--- src/rtl/gemm_sched_pkg.sv ---
// Shared types for the GEMM tile scheduler: FSM states, latched command,
// and default field widths.
package gemm_sched_pkg;

  localparam int CNT_W    = 4;
  localparam int AW       = 8;
  localparam int ISSUED_W = 2*CNT_W + CNT_W;

  typedef enum logic [2:0] {
    S_IDLE  = 3'd0,
    S_ISSUE = 3'd1,
    S_WAIT  = 3'd2,
    S_ADV   = 3'd3,
    S_FIN   = 3'd4
  } state_e;

  typedef struct packed {
    logic [CNT_W-1:0] m_tiles;
    logic [CNT_W-1:0] n_tiles;
    logic [CNT_W-1:0] k_tiles;
    logic [AW-1:0]    base_a;
    logic [AW-1:0]    base_b;
    logic [AW-1:0]    base_c;
  } cmd_t;

endpackage

--- src/rtl/gemm_tile_addr_gen.sv ---
// Per-tile buffer base addresses; all sums wrap modulo 2^ADDR_WIDTH.
module gemm_tile_addr_gen
  import gemm_sched_pkg::*;
#(
  parameter int N          = 4,
  parameter int ADDR_WIDTH = AW,
  parameter int TILE_W     = CNT_W
) (
  input  logic [ADDR_WIDTH-1:0] base_a,
  input  logic [ADDR_WIDTH-1:0] base_b,
  input  logic [ADDR_WIDTH-1:0] base_c,
  input  logic [TILE_W-1:0]     n_tiles,
  input  logic [TILE_W-1:0]     k_tiles,
  input  logic [TILE_W-1:0]     m_idx,
  input  logic [TILE_W-1:0]     n_idx,
  input  logic [TILE_W-1:0]     k_idx,
  output logic [ADDR_WIDTH-1:0] addr_a,
  output logic [ADDR_WIDTH-1:0] addr_b,
  output logic [ADDR_WIDTH-1:0] addr_c
);

  localparam logic [ADDR_WIDTH-1:0] ROWS = ADDR_WIDTH'(N);

  function automatic logic [ADDR_WIDTH-1:0] ext(
    input logic [TILE_W-1:0] v
  );
    return ADDR_WIDTH'(v);
  endfunction

  assign addr_a = base_a
    + (ext(m_idx) * ext(k_tiles) + ext(k_idx)) * ROWS;
  assign addr_b = base_b
    + (ext(k_idx) * ext(n_tiles) + ext(n_idx)) * ROWS;
  assign addr_c = base_c
    + (ext(m_idx) * ext(n_tiles) + ext(n_idx)) * ROWS;

endmodule

--- src/rtl/gemm_tile_scheduler.sv ---
// Walks an M x N x K tile grid (k innermost) over one GEMM core.
// Optional GEMM_SCHED_PERF_EN adds a saturating busy-cycle counter.
module gemm_tile_scheduler
  import gemm_sched_pkg::*;
#(
  parameter int N          = 4,
  parameter int ADDR_WIDTH = AW,
  parameter int TILE_W     = CNT_W
) (
  input  logic                  clk,
  input  logic                  rst,
  input  logic                  cmd_valid,
  output logic                  cmd_ready,
  input  logic [TILE_W-1:0]     cmd_m_tiles,
  input  logic [TILE_W-1:0]     cmd_n_tiles,
  input  logic [TILE_W-1:0]     cmd_k_tiles,
  input  logic [ADDR_WIDTH-1:0] cmd_base_a,
  input  logic [ADDR_WIDTH-1:0] cmd_base_b,
  input  logic [ADDR_WIDTH-1:0] cmd_base_c,
  output logic                  core_start,
  input  logic                  core_done,
  output logic [ADDR_WIDTH-1:0] core_base_a,
  output logic [ADDR_WIDTH-1:0] core_base_b,
  output logic [ADDR_WIDTH-1:0] core_base_c,
  output logic                  core_accum,
  output logic                  busy,
  output logic                  done,
  output logic [ISSUED_W-1:0]   tiles_issued
`ifdef GEMM_SCHED_PERF_EN
  ,
  output logic [31:0]           perf_cycles
`endif
);

  state_e            state;
  cmd_t              cmd;
  logic [TILE_W-1:0] m_idx;
  logic [TILE_W-1:0] n_idx;
  logic [TILE_W-1:0] k_idx;
  logic              any_zero;
  logic              m_last;
  logic              n_last;
  logic              k_last;

  assign any_zero = (cmd_m_tiles == '0)
                 || (cmd_n_tiles == '0)
                 || (cmd_k_tiles == '0);

  assign m_last = m_idx == cmd.m_tiles - TILE_W'(1);
  assign n_last = n_idx == cmd.n_tiles - TILE_W'(1);
  assign k_last = k_idx == cmd.k_tiles - TILE_W'(1);

  always_ff @(posedge clk) begin
    if (rst) begin
      state        <= S_IDLE;
      cmd          <= '0;
      m_idx        <= '0;
      n_idx        <= '0;
      k_idx        <= '0;
      tiles_issued <= '0;
    end else begin
      unique case (state)
        S_IDLE: begin
          if (cmd_valid) begin
            cmd <= '{
              m_tiles: cmd_m_tiles,
              n_tiles: cmd_n_tiles,
              k_tiles: cmd_k_tiles,
              base_a:  cmd_base_a,
              base_b:  cmd_base_b,
              base_c:  cmd_base_c
            };
            m_idx        <= '0;
            n_idx        <= '0;
            k_idx        <= '0;
            tiles_issued <= '0;
            state        <= any_zero ? S_FIN : S_ISSUE;
          end
        end
        S_ISSUE: state <= S_WAIT;
        S_WAIT: begin
          if (core_done) begin
            tiles_issued <= tiles_issued + ISSUED_W'(1);
            state        <= S_ADV;
          end
        end
        S_ADV: begin
          if (m_last && n_last && k_last) begin
            state <= S_FIN;
          end else begin
            state <= S_ISSUE;
            // k innermost, then n, then m
            if (!k_last) begin
              k_idx <= k_idx + TILE_W'(1);
            end else begin
              k_idx <= '0;
              if (!n_last) begin
                n_idx <= n_idx + TILE_W'(1);
              end else begin
                n_idx <= '0;
                m_idx <= m_idx + TILE_W'(1);
              end
            end
          end
        end
        S_FIN:   state <= S_IDLE;
        default: state <= S_IDLE;
      endcase
    end
  end

  assign cmd_ready  = state == S_IDLE;
  assign busy       = state != S_IDLE;
  assign core_start = (state == S_ISSUE) || (state == S_WAIT);
  assign done       = state == S_FIN;
  assign core_accum = k_idx != '0;

  gemm_tile_addr_gen #(
    .N          (N),
    .ADDR_WIDTH (ADDR_WIDTH),
    .TILE_W     (TILE_W)
  ) u_addr (
    .base_a  (cmd.base_a),
    .base_b  (cmd.base_b),
    .base_c  (cmd.base_c),
    .n_tiles (cmd.n_tiles),
    .k_tiles (cmd.k_tiles),
    .m_idx   (m_idx),
    .n_idx   (n_idx),
    .k_idx   (k_idx),
    .addr_a  (core_base_a),
    .addr_b  (core_base_b),
    .addr_c  (core_base_c)
  );

`ifdef GEMM_SCHED_PERF_EN
  always_ff @(posedge clk) begin
    if (rst) begin
      perf_cycles <= '0;
    end else if (state == S_IDLE) begin
      if (cmd_valid) perf_cycles <= '0;
    end else if (perf_cycles != '1) begin
      perf_cycles <= perf_cycles + 32'd1;
    end
  end
`endif

endmodule

--- config.mk ---
export PLATFORM = sky130hd
export DESIGN_NAME = gemm_tile_scheduler
export DESIGN_NICKNAME = d
export VERILOG_FILES = /design/src/rtl/gemm_sched_pkg.sv /design/src/rtl/gemm_tile_addr_gen.sv /design/src/rtl/gemm_tile_scheduler.sv
export SDC_FILE = /design/constraint.sdc
export NUM_CORES = 1
export LEC_CHECK = 0
export CAP_MARGIN = 25
export CORE_MARGIN = 4
export CORE_UTILIZATION = 45
export CTS_BUF_LIST = sky130_fd_sc_hd__clkbuf_8
export DETAILED_ROUTE_END_ITERATION = 12
export PLACE_DENSITY = 0.7
export SLEW_MARGIN = 10
export SYNTH_ARGS = -nofsm -noshare
export SYNTH_HDL_FRONTEND = slang
export SYNTH_SLANG_ARGS = --single-unit
--- constraint.sdc ---
create_clock -name clk -period 6.15 [get_ports clk]
set_input_delay 0.9225 -clock clk [delete_from_list [all_inputs] [get_ports clk]]
set_output_delay 0.9225 -clock clk [all_outputs]
set_load 0.05 [all_outputs]
== After elaboration in Yosys (flattened, before gate mapping) ==
Cells that the tools add are included.
Operators by class
  $add $sub $neg: 13
  multiply operators: 3
  equal/unequal tests: 12
  multiplexer cells: 20
  reduce and logical (&&, ||, !) cells: 19
Operators with widths (count)
  2-to-1 mux 4 bit: 9
  adder 8 bit: 3
  2-to-1 mux 12 bit: 2
  case mux 12 bit (2 select lines): 1
  case mux 4 bit (2 select lines): 3
  adder 6 x 4 -> 6 bit: 3
  multiplier 4 x 4 -> 6 bit: 3
  adder 12 x 1 -> 12 bit (second input constant): 1
  adder 4 x 1 -> 4 bit (second input constant): 3
  equality test 4 bit: 3
  logical NOT 4 bit: 3
  2-to-1 mux 3 bit: 4
  case mux 3 bit (4 select lines): 1
  subtractor 4 x 1 -> 4 bit (second input constant): 3
  inequality test 2 bit (second input constant): 5
  equality test 3 x 2 -> 1 bit (second input constant): 2
  AND reduction 3 bit: 2
  AND reduction 5 bit: 1
  AND reduction 2 bit: 2
  AND reduction 4 bit: 1
  nonzero test 2 bit: 2
  nonzero test 4 bit: 1
  equality test 3 x 1 -> 1 bit (second input constant): 1
  equality test 3 bit (second input constant): 1
  other kinds (4): 7
Word-level totals
  flip-flop bits (word level): 63
  input port bits: 40
  logic and storage cells: 78

== Logic depth before layout (Yosys ltp) ==
Gate-level depths: netlist of run 1.
  depth in word-level cells: 6
  depth in mapped cells: 15
  mapped depth without buffers: 14

== Cells and area by module ==
From an unflattened synthesis of run 1, not the netlist that was laid out.
Second synthesis, totals
  cells, all modules: 567
  area total of the unflattened synthesis: 4783.3 um2
Modules (own cells, without submodules)
  gemm_tile_scheduler: instances 1, cells an instance 358, area an instance 2884.0 um2, sequential area each 1261.2 um2
  gemm_tile_addr_gen: instances 1, cells an instance 209, area an instance 1899.3 um2, sequential area each 0.0 um2

== Worst setup path after synthesis of run 1 ==
OpenSTA, ideal clock, no wires.
  path kind: reg2out
  start point: register m_idx[0]
  end point: output port core_base_a[7]
  arrival: 4237 ps
  data required time: 5227 ps
  path slack: 991 ps
  cell stages (with the launch flop): 16
  cells stage by stage: dfxtp_1 clkbuf_1 nand2_1 fa_1 inv_1 fa_1 inv_1 fa_1 inv_1 ha_1 xor2_1 ha_1 inv_1 o21bai_1 a21oi_1 xnor2_1
Between the ends
  cells in the longest elaborated chain, start to end: 3
RTL lines
  from (decl): RTL line gemm_tile_scheduler.sv:37  | logic [TILE_W-1:0] m_idx;
  from (signal assigned): RTL line gemm_tile_scheduler.sv:101  | m_idx <= m_idx + TILE_W'(1);
  multiplier 4 x 4 -> 6 bit: RTL line gemm_tile_addr_gen.sv:31  | + (ext(m_idx) * ext(k_tiles) + ext(k_idx)) * ROWS;
  adder 6 x 4 -> 6 bit: RTL line gemm_tile_addr_gen.sv:31
  adder 8 bit: RTL line gemm_tile_addr_gen.sv:31
  to (decl): RTL line gemm_tile_scheduler.sv:22  | output logic [ADDR_WIDTH-1:0] core_base_a,
Every way passes these cells.

== Worst setup path after layout of run 1 ==
Ends and elaborated chain as after synthesis.

==> flow_summary.yaml, run 1 <==
die:
  die_area_sq_um: 12500
  die_h_um: 112
  num_rows: 37
  die_width_um: 112
  io_pins: 81
  coreArea_sq_um: 10400
  start_util_pct: 46.5
timing:
  maxSlewViolCount: 0
  finalCritPeriodShare_pct: 94.4
  rsz0062_at_grt: "false"
  final_hold_viol_count: 0
  tightestPinTransition_ns: 0.706
  slew_headroom_pct: 52.3
  fin_skew_ns: 0.00527
  layout_min_cycle_time_ns: 5.80
  fmax_mhz: 172
  holdWs_ns: 0.455
  setup_viol_count_final: 0
  fin_setup_tns_ns: 0
layout:
  area_growth_pct: 20.9
  layout-drive-gt1-share_pct: 4.20
  antenna_cells: 0
  nets: 755
  fin_area_sq_um: 5850
  fin_util_pct: 56.2
drt:
  drt_wl_total_mm: 10.8
  first_iter_violations: 147
  ant_nets: 0
  avgRoutedWirePerCell_um: 13.9
  drc_errors: 0
  via_per_inst: 5.11
  route.vias.total: 3981
  first_pass_iters: 4
critical_path:
  crit_chain: "nand2_1 -> fa_1 -> inv_1 -> fa_1 -> inv_1 -> fa_1 -> inv_1 -> ha_1 -> xor2_1 -> ha_1 -> inv_1 -> o21bai_1 -> a21oi_1 -> xnor2_1 -> clkdlybuf4s50_1"
  critPathKind: "reg2out"
  cp-end-kind: "primary output"
  critPathArrivalTime_ns: 4.88
  critPathLaunchType: "flop"
  crit_top_cell: "inv_1"
  slowest_delay_ns: 0.82
  required_ns: 5.23
  slowest_stage: "clkdlybuf4s50_1"
  cp_max_fo: 13
logic_synthesis:
  netlist_area_sq_um: 4840
  yosys_warnings: 0
  synthArstFlopShare_pct: 0
  syn_area_per_cell_sq_um: 8.37
  synthCells: 578
  syn-num-nets: 695
  synth_top_cell_area_share_pct: 26.1
  yosys.area.top_type: "dfxtp_1"
  synth_edf_count: 0
  ys_top_cells_by_area: "dfxtp_1 26%, ha_1 14%, fa_1 8.7%"
  synth_flop_cell: "dfxtp_1"
  ys_ff_latch: 63
  synth_cell_types: 50
  yosysSeqAreaShare_pct: 26.1
clock_network:
  clock_sinks: 63
  postCtsHoldBufs: 0
  cts_tree: "done"
  cts_buffers: 9
  cts_root_buf: "clkbuf_8"
  clkTransAtPathRegs_ns: 0.07
  cts_buffer_depth: 2
  htreeDepth: 3
  ctsResizeCount: 0
  clkLatencyLatePin_ns: 0.34
  cts_setup_buffers: 0
placement:
  place_hpwl_mm: 8.18
  place_area_sq_um: 5640
  io_buffers: 80
  routabilityCongestion: 0.841
power:
  p_leak_nw: 2.64
  peakVddDrop_v: 0.000184
  total_power_mw: 1.25
  power_density_nw_per_um2: 213
global_route:
  grt_pass1_vias: 4042
  antenna_found_initial: 0
  grt_pass1_wl_mm: 18.4
  track_usage_pct: 17.7
  overflow: 0
  grt_max_degree: 53
outcome:
  status: "completed"
job:
  cap_violations: 0
hold_path:
  hp-class: "reg2reg"
==> cells in the final DEF, fill, tap and decap left out, drive strengths merged, types with 18 or more instances in the layout <==
cell / count
xnor2: 42
ha: 56
fa: 21
clkdlybuf4s50: 79
xor2: 18
dfxtp: 63
nand2: 110
and2: 21
a21oi: 63
inv: 38
nor2: 33
==> path summary, 6_finish.rpt <==
path                            startpoint        endpoint  slack, ns  cells past startpoint
worst max-delay path              m_idx[0]  core_base_a[7]       0.35                     15
worst min-delay path                cmd[1]          cmd[1]       0.46                      2
worst max register to register     cmd[28]        m_idx[1]       3.70                      8
worst min register to register      cmd[1]          cmd[1]       0.46                      2
==> synthesized netlist by cell type (8+ instances only) <==
master      n
nor3_1      9
nand2_1   110
inv_1      37
fa_1       21
and2_1     19
dfxtp_1    63
nand4_1     8
xnor2_1    42
clkbuf_1   13
a21o_1     11
a21oi_1    63
nor2_1     33
buf_4       9
xor2_1     18
ha_1       56
==> layout make-up <==
class	instances	area, sq um
clock buffer	11	151
clock inverter	5	57.6
fill	986	4570
inverter	37	139
multi-input combinational	445	3260
sequential	63	1260
tap	136	170
timing repair buffer	82	811
==> through the flow <==
step           instances  setup slack (ns)
2_1_floorplan        578             0.991
3_3_place_gp         763             0.788
5_1_grt              779            0.0383
6_report             779             0.345
4_1_cts              779             0.301
3_5_place_dp         763             0.683
==> flip-flops by register name, indices dropped and copies added (netlist names) <==
name,count
n_idx,4
cmd,36
tiles_issued,12
state,3
m_idx,4
k_idx,4
==> worst max-delay path: cells and delay by family, from the launching register on <==
family | cells | cell delay [ns]
and+or+nand+nor | 1 | 0.15
buffers and inverters | 5 | 1.06
xor gates and xnor gates | 2 | 0.31
AOI/OAI and AO/OA | 2 | 0.25
adders and majority gates | 5 | 2.20
DFF | 1 | 0.57
==> logic make-up after synthesis <==
family / count (synthesis) / synth area share [%]
AND/OR/NAND/NOR: 208 / 20.0
AO/OA/AOI/OAI: 94 / 11.2
adder cells (fa/ha/maj): 77 / 23.2
buffers and inverters: 70 / 6.59
XOR/XNOR: 63 / 12.3
flip-flops: 63 / 26.1
multiplexers: 3 / 0.646
==> report_power, final <==
part | switching (mW) | internal (mW) | leakage, nW
Combinational | 0.246 | 0.150 | 2.02
Sequential | 0.0383 | 0.439 | 0.513
Clock | 0.166 | 0.208 | 0.103
Total | 0.450 | 0.797 | 2.64
==> per-layer routing <==
metal / routed length [um] / track usage [%] / vias up / part of all wire (%)
met2: 5220 / 30.0 / 86 / 48
met5: 0 / 0 / - / 0
met4: 170 / 5.84 / 0 / 1.6
met1: 4910 / 22.1 / 1857 / 45
li1: - / - / 2022 / -
met3: 511 / 4.18 / 16 / 4.7
(Power assumes the default switching activity.)
==> run 2, diff against run 1 <==
==> constraint.sdc (replaced) <==
create_clock -name clk -period 6 [get_ports clk]
set_input_delay 0.9 -clock clk [delete_from_list [all_inputs] [get_ports clk]]
set_output_delay 0.9 -clock clk [all_outputs]
set_load 0.05 [all_outputs]
==> run 2 against run 1 <==
Final cell count increased by 0.13%; total power increased by 5.0%; via count about the same; global-route usage increased by 0.40 points; sequential power increased by 3%; sequential cell count unchanged; clock-buffer cell count decreased by 1; clock skew increased by 0.0063 ns; core utilization increased by 0.20 points; critical path type unchanged.
==> flow_summary.yaml, run 2 (synthesized netlist as in run 1, its figures left out) <==
global_route:
  track_usage_pct: 18.1
  grt_max_degree: 53
  antenna_found_initial: 0
  overflow: 0
  grt_pass1_wl_mm: 18.7
  grt_pass1_vias: 4110
drt:
  wl_met2_mm: 5.25
  first_iter_violations: 158
  first_pass_iters: 4
  drt_wl_total_mm: 10.9
  ant_nets: 0
  wl_met1_mm: 4.94
  avgRoutedWirePerCell_um: 13.9
  dr.max_layer_used: "met4"
  route.met3.wl_um: 490
  route.vias.total: 3984
  drc_errors: 0
  via_per_inst: 5.11
clock_network:
  cts_buffers: 9
  htreeDepth: 3
  postCtsHoldBufs: 0
  clkLatencyLatePin_ns: 0.35
  clock_sinks: 63
  cts_tree: "done"
  clkTransAtPathRegs_ns: 0.07
  cts_buffer_depth: 2
  cts_setup_buffers: 0
  ctsResizeCount: 0
  cts_root_buf: "clkbuf_8"
outcome:
  status: "completed"
placement:
  io_buffers: 80
  dp.cells: 764
  place_hpwl_mm: 8.24
  place_area_sq_um: 5650
  routabilityCongestion: 0.857
critical_path:
  slowest_stage: "clkdlybuf4s50_1"
  critPathTopFamily: "adder cells"
  cp.buffers_inverters: 5
  slowest_delay_ns: 0.82
  critPathArrivalTime_ns: 4.85
  critPathKind: "reg2out"
  crit_top_cell: "inv_1"
  required_ns: 5.10
  critPathLaunchType: "flop"
  crit_chain: "nand2_1 -> fa_1 -> inv_1 -> fa_1 -> inv_1 -> fa_1 -> inv_1 -> ha_1 -> xor2_1 -> ha_1 -> inv_1 -> o21bai_1 -> a21oi_1 -> xnor2_1 -> clkdlybuf4s50_1"
  cp_max_fo: 13
  cp-end-kind: "primary output"
layout:
  stdcell_count: 780
  final_common_cell: "nand2_1"
  layout-drive-gt1-share_pct: 4.35
  fin_area_sq_um: 5870
  layout_common_cells: "110 x nand2_1, 79 x clkdlybuf4s50_1, 63 x a21oi_1, 63 x dfxtp_1, 56 x ha_1"
  largest_reg_flops: 36
  fin_util_pct: 56.4
  antenna_cells: 0
  area_growth_pct: 21.3
  nets: 756
  top_register: "cmd"
  fillCellCount: 954
  largestRegisters: "cmd x36, tiles_issued x12"
die:
  start_util_pct: 46.5
  io_pins: 81
  die_area_sq_um: 12500
  die_h_um: 112
  coreArea_sq_um: 10400
  die_width_um: 112
  num_rows: 37
timing:
  rsz0062_at_grt: "false"
  final_hold_viol_count: 0
  tightestPinTransition_ns: 0.676
  fmax_mhz: 174
  holdWs_ns: 0.455
  finalCritPeriodShare_pct: 95.9
  slew_headroom_pct: 54.4
  maxSlewViolCount: 0
  layout_min_cycle_time_ns: 5.75
  fin_setup_tns_ns: 0
  setup_viol_count_final: 0
  fin_skew_ns: 0.0116
hold_path:
  hp-class: "reg2reg"
power:
  power_density_nw_per_um2: 223
  peakVddDrop_v: 0.000199
  p_leak_nw: 2.65
job:
  cap_violations: 0
run 2: cell types whose count changed in the layout (fill, tap and decap cells not counted), sizes merged:
cell      before  now
clkinvlp       2    1
clkbuf        11   10
buf            3    4
clkinv         1    2
bufinv         1    2
run 2: area by class of cell:
cell class	count	area, sq um	share of cell area [%]
clock buffers	10	138	2.34
clock inverters	6	85.1	1.45
inverters	37	139	2.37
multi-input cells	445	3260	55.5
flip-flops and latches	63	1260	21.5
well taps	136	170	2.90
repair buffers	83	818	13.9
run 2: power breakdown:
part	internal [mW]	switching, mW	leakage (nW)
Clock	0.244	0.170	0.114
Sequential	0.450	0.0403	0.513
Combinational	0.153	0.251	2.03
Total	0.847	0.462	2.65
run 2: tightest hold or removal path: stages (launching register included):
cell	delay, ns
dfxtp_1	0.31
nand2_1	0.05
a21oi_1	0.05
run 2: metrics by stage:
step / power, mW / worst slack, ns
2_1_floorplan: 0.790 / 0.863
3_3_place_gp: 0.899 / 0.668
3_5_place_dp: 0.908 / 0.617
4_1_cts: 1.33 / 0.207
5_1_grt: 1.38 / 0.0120
6_report: 1.31 / 0.248
run 2: worst paths after layout:
path / startpoint / to / slack [ns] / cells past startpoint
hold / removal: cmd[1] / cmd[1] / 0.46 / 2
setup / recovery: m_idx[0] / core_base_a[7] / 0.25 / 15
setup reg to reg: cmd[28] / m_idx[1] / 3.58 / 8
hold reg to reg: cmd[1] / cmd[1] / 0.46 / 2
run 2: metal layers:
layer | vias up | track usage, %
li1 | 2031 | -
met1 | 1859 | 22.9
met2 | 82 | 30.4
met3 | 12 | 4.02
met4 | 0 | 6.24
met5 | - | 0
==> run 3, diff against run 2 <==
--- a/config.mk
+++ b/config.mk
@@ -10,7 +10,7 @@
 export CORE_UTILIZATION = 45
 export CTS_BUF_LIST = sky130_fd_sc_hd__clkbuf_8
 export DETAILED_ROUTE_END_ITERATION = 12
-export PLACE_DENSITY = 0.7
+export PLACE_DENSITY = 0.69
 export SLEW_MARGIN = 10
 export SYNTH_ARGS = -nofsm -noshare
 export SYNTH_HDL_FRONTEND = slang
==> run 3 against run 2 <==
Highest routed layer unchanged; via count grew 0.80%; maximum frequency grew 1.3%; final cell count is the same; global-route usage shrank 0.091 points; sequential share of layout area is essentially flat; combinational power grew 1%.
==> flow_summary.yaml, run 3 (synthesized netlist as in run 1, its figures left out) <==
layout:
  final_common_cell: "nand2_1"
  largest_reg_flops: 36
  top_register: "cmd"
  antenna_cells: 0
  largestRegisters: "cmd x36, tiles_issued x12"
  area_growth_pct: 21.5
  fin_area_sq_um: 5880
  fin_util_pct: 56.5
  fillCellCount: 973
  stdcell_count: 780
  nets: 757
  layout_common_cells: "110 x nand2_1, 78 x clkdlybuf4s50_1, 63 x a21oi_1, 63 x dfxtp_1, 56 x ha_1"
  layout-drive-gt1-share_pct: 4.35
power:
  total_power_mw: 1.30
  p_leak_nw: 2.68
  peakVddDrop_v: 0.000203
  power_density_nw_per_um2: 221
clock_network:
  clkTransAtPathRegs_ns: 0.07
  clock_sinks: 63
  cts_buffers: 9
  postCtsHoldBufs: 0
  cts_root_buf: "clkbuf_8"
  clkLatencyLatePin_ns: 0.34
  cts_buffer_depth: 2
  cts_setup_buffers: 0
  cts_tree: "done"
  ctsResizeCount: 0
  htreeDepth: 3
placement:
  io_buffers: 80
  dp.cells: 764
  routabilityCongestion: 0.868
  place_hpwl_mm: 8.29
  place_area_sq_um: 5650
  pre_cts_ws_ns: 0.565
drt:
  route.vias.total: 4016
  ant_nets: 0
  avgRoutedWirePerCell_um: 14.0
  drt_wl_total_mm: 10.9
  first_pass_iters: 4
  drc_errors: 0
  via_per_inst: 5.15
  first_iter_violations: 175
timing:
  tightestPinTransition_ns: 0.641
  slew_headroom_pct: 56.7
  fin_skew_ns: 0.00735
  layout_min_cycle_time_ns: 5.68
  setup_ws_ns: 0.324
  fmax_mhz: 176
  final_hold_viol_count: 0
  setup_viol_count_final: 0
  fin_setup_tns_ns: 0
  maxSlewViolCount: 0
  rsz0062_at_grt: "false"
  finalCritPeriodShare_pct: 94.6
  holdWs_ns: 0.455
critical_path:
  slowest_delay_ns: 0.82
  cp-end-kind: "primary output"
  critPathKind: "reg2out"
  slowest_stage: "clkdlybuf4s50_1"
  critPathArrivalTime_ns: 4.78
  crit_top_cell: "inv_1"
  critPathLaunchType: "flop"
  cp.buffers_inverters: 5
  crit_chain: "nand2_1 -> fa_1 -> inv_1 -> fa_1 -> inv_1 -> fa_1 -> inv_1 -> ha_1 -> xor2_1 -> ha_1 -> inv_1 -> nor2_1 -> nor2_1 -> xnor2_1 -> clkdlybuf4s50_1"
  required_ns: 5.10
  cp_max_fo: 13
  critPathTopFamily: "adder cells"
global_route:
  track_usage_pct: 18.0
  grt_pass1_wl_mm: 18.7
  overflow: 0
  grt_pass1_vias: 4063
  antenna_found_initial: 0
  grt_max_degree: 53
die:
  coreArea_sq_um: 10400
  num_rows: 37
  start_util_pct: 46.5
  io_pins: 81
  die_h_um: 112
  die_area_sq_um: 12500
  die_width_um: 112
hold_path:
  hp-class: "reg2reg"
job:
  cap_violations: 0
outcome:
  status: "completed"
run 3: where the power goes:
group / switching (mW) / internal, mW / total [mW]
sequential: 0.0385 / 0.450 / 0.489
combinational: 0.254 / 0.155 / 0.409
clock: 0.164 / 0.240 / 0.404
run 3: tightest hold or removal path, stage by stage (launching register included):
cell and delay [ns]:
dfxtp_1 0.31, nand2_1 0.05, a21oi_1 0.05
run 3: worst paths after layout:
check	startpoint	end	slack [ns]	cells past startpoint
max	m_idx[0]	core_base_a[6]	0.32	15
min	cmd[8]	cmd[8]	0.45	2
max reg2reg	cmd[29]	m_idx[2]	3.54	9
min reg2reg	cmd[8]	cmd[8]	0.45	2
run 3: per-layer routing:
layer / GRT usage (%) / vias to the layer above / routed length [um]
li1: - / 2027 / -
met1: 22.4 / 1894 / 4890
met2: 31.1 / 82 / 5350
met3: 3.97 / 13 / 518
met4: 5.52 / 0 / 167
met5: 0 / - / 0
run 3: final cells by class:
cell class / instances / area, sq um / share of cell area (%)
clock buffers: 10 / 138 / 2.34
clock inverters: 5 / 73.8 / 1.26
inverters: 37 / 139 / 2.36
multi-input cells: 445 / 3260 / 55.4
flip-flops and latches: 63 / 1260 / 21.4
well taps: 136 / 170 / 2.89
repair buffers: 84 / 841 / 14.3
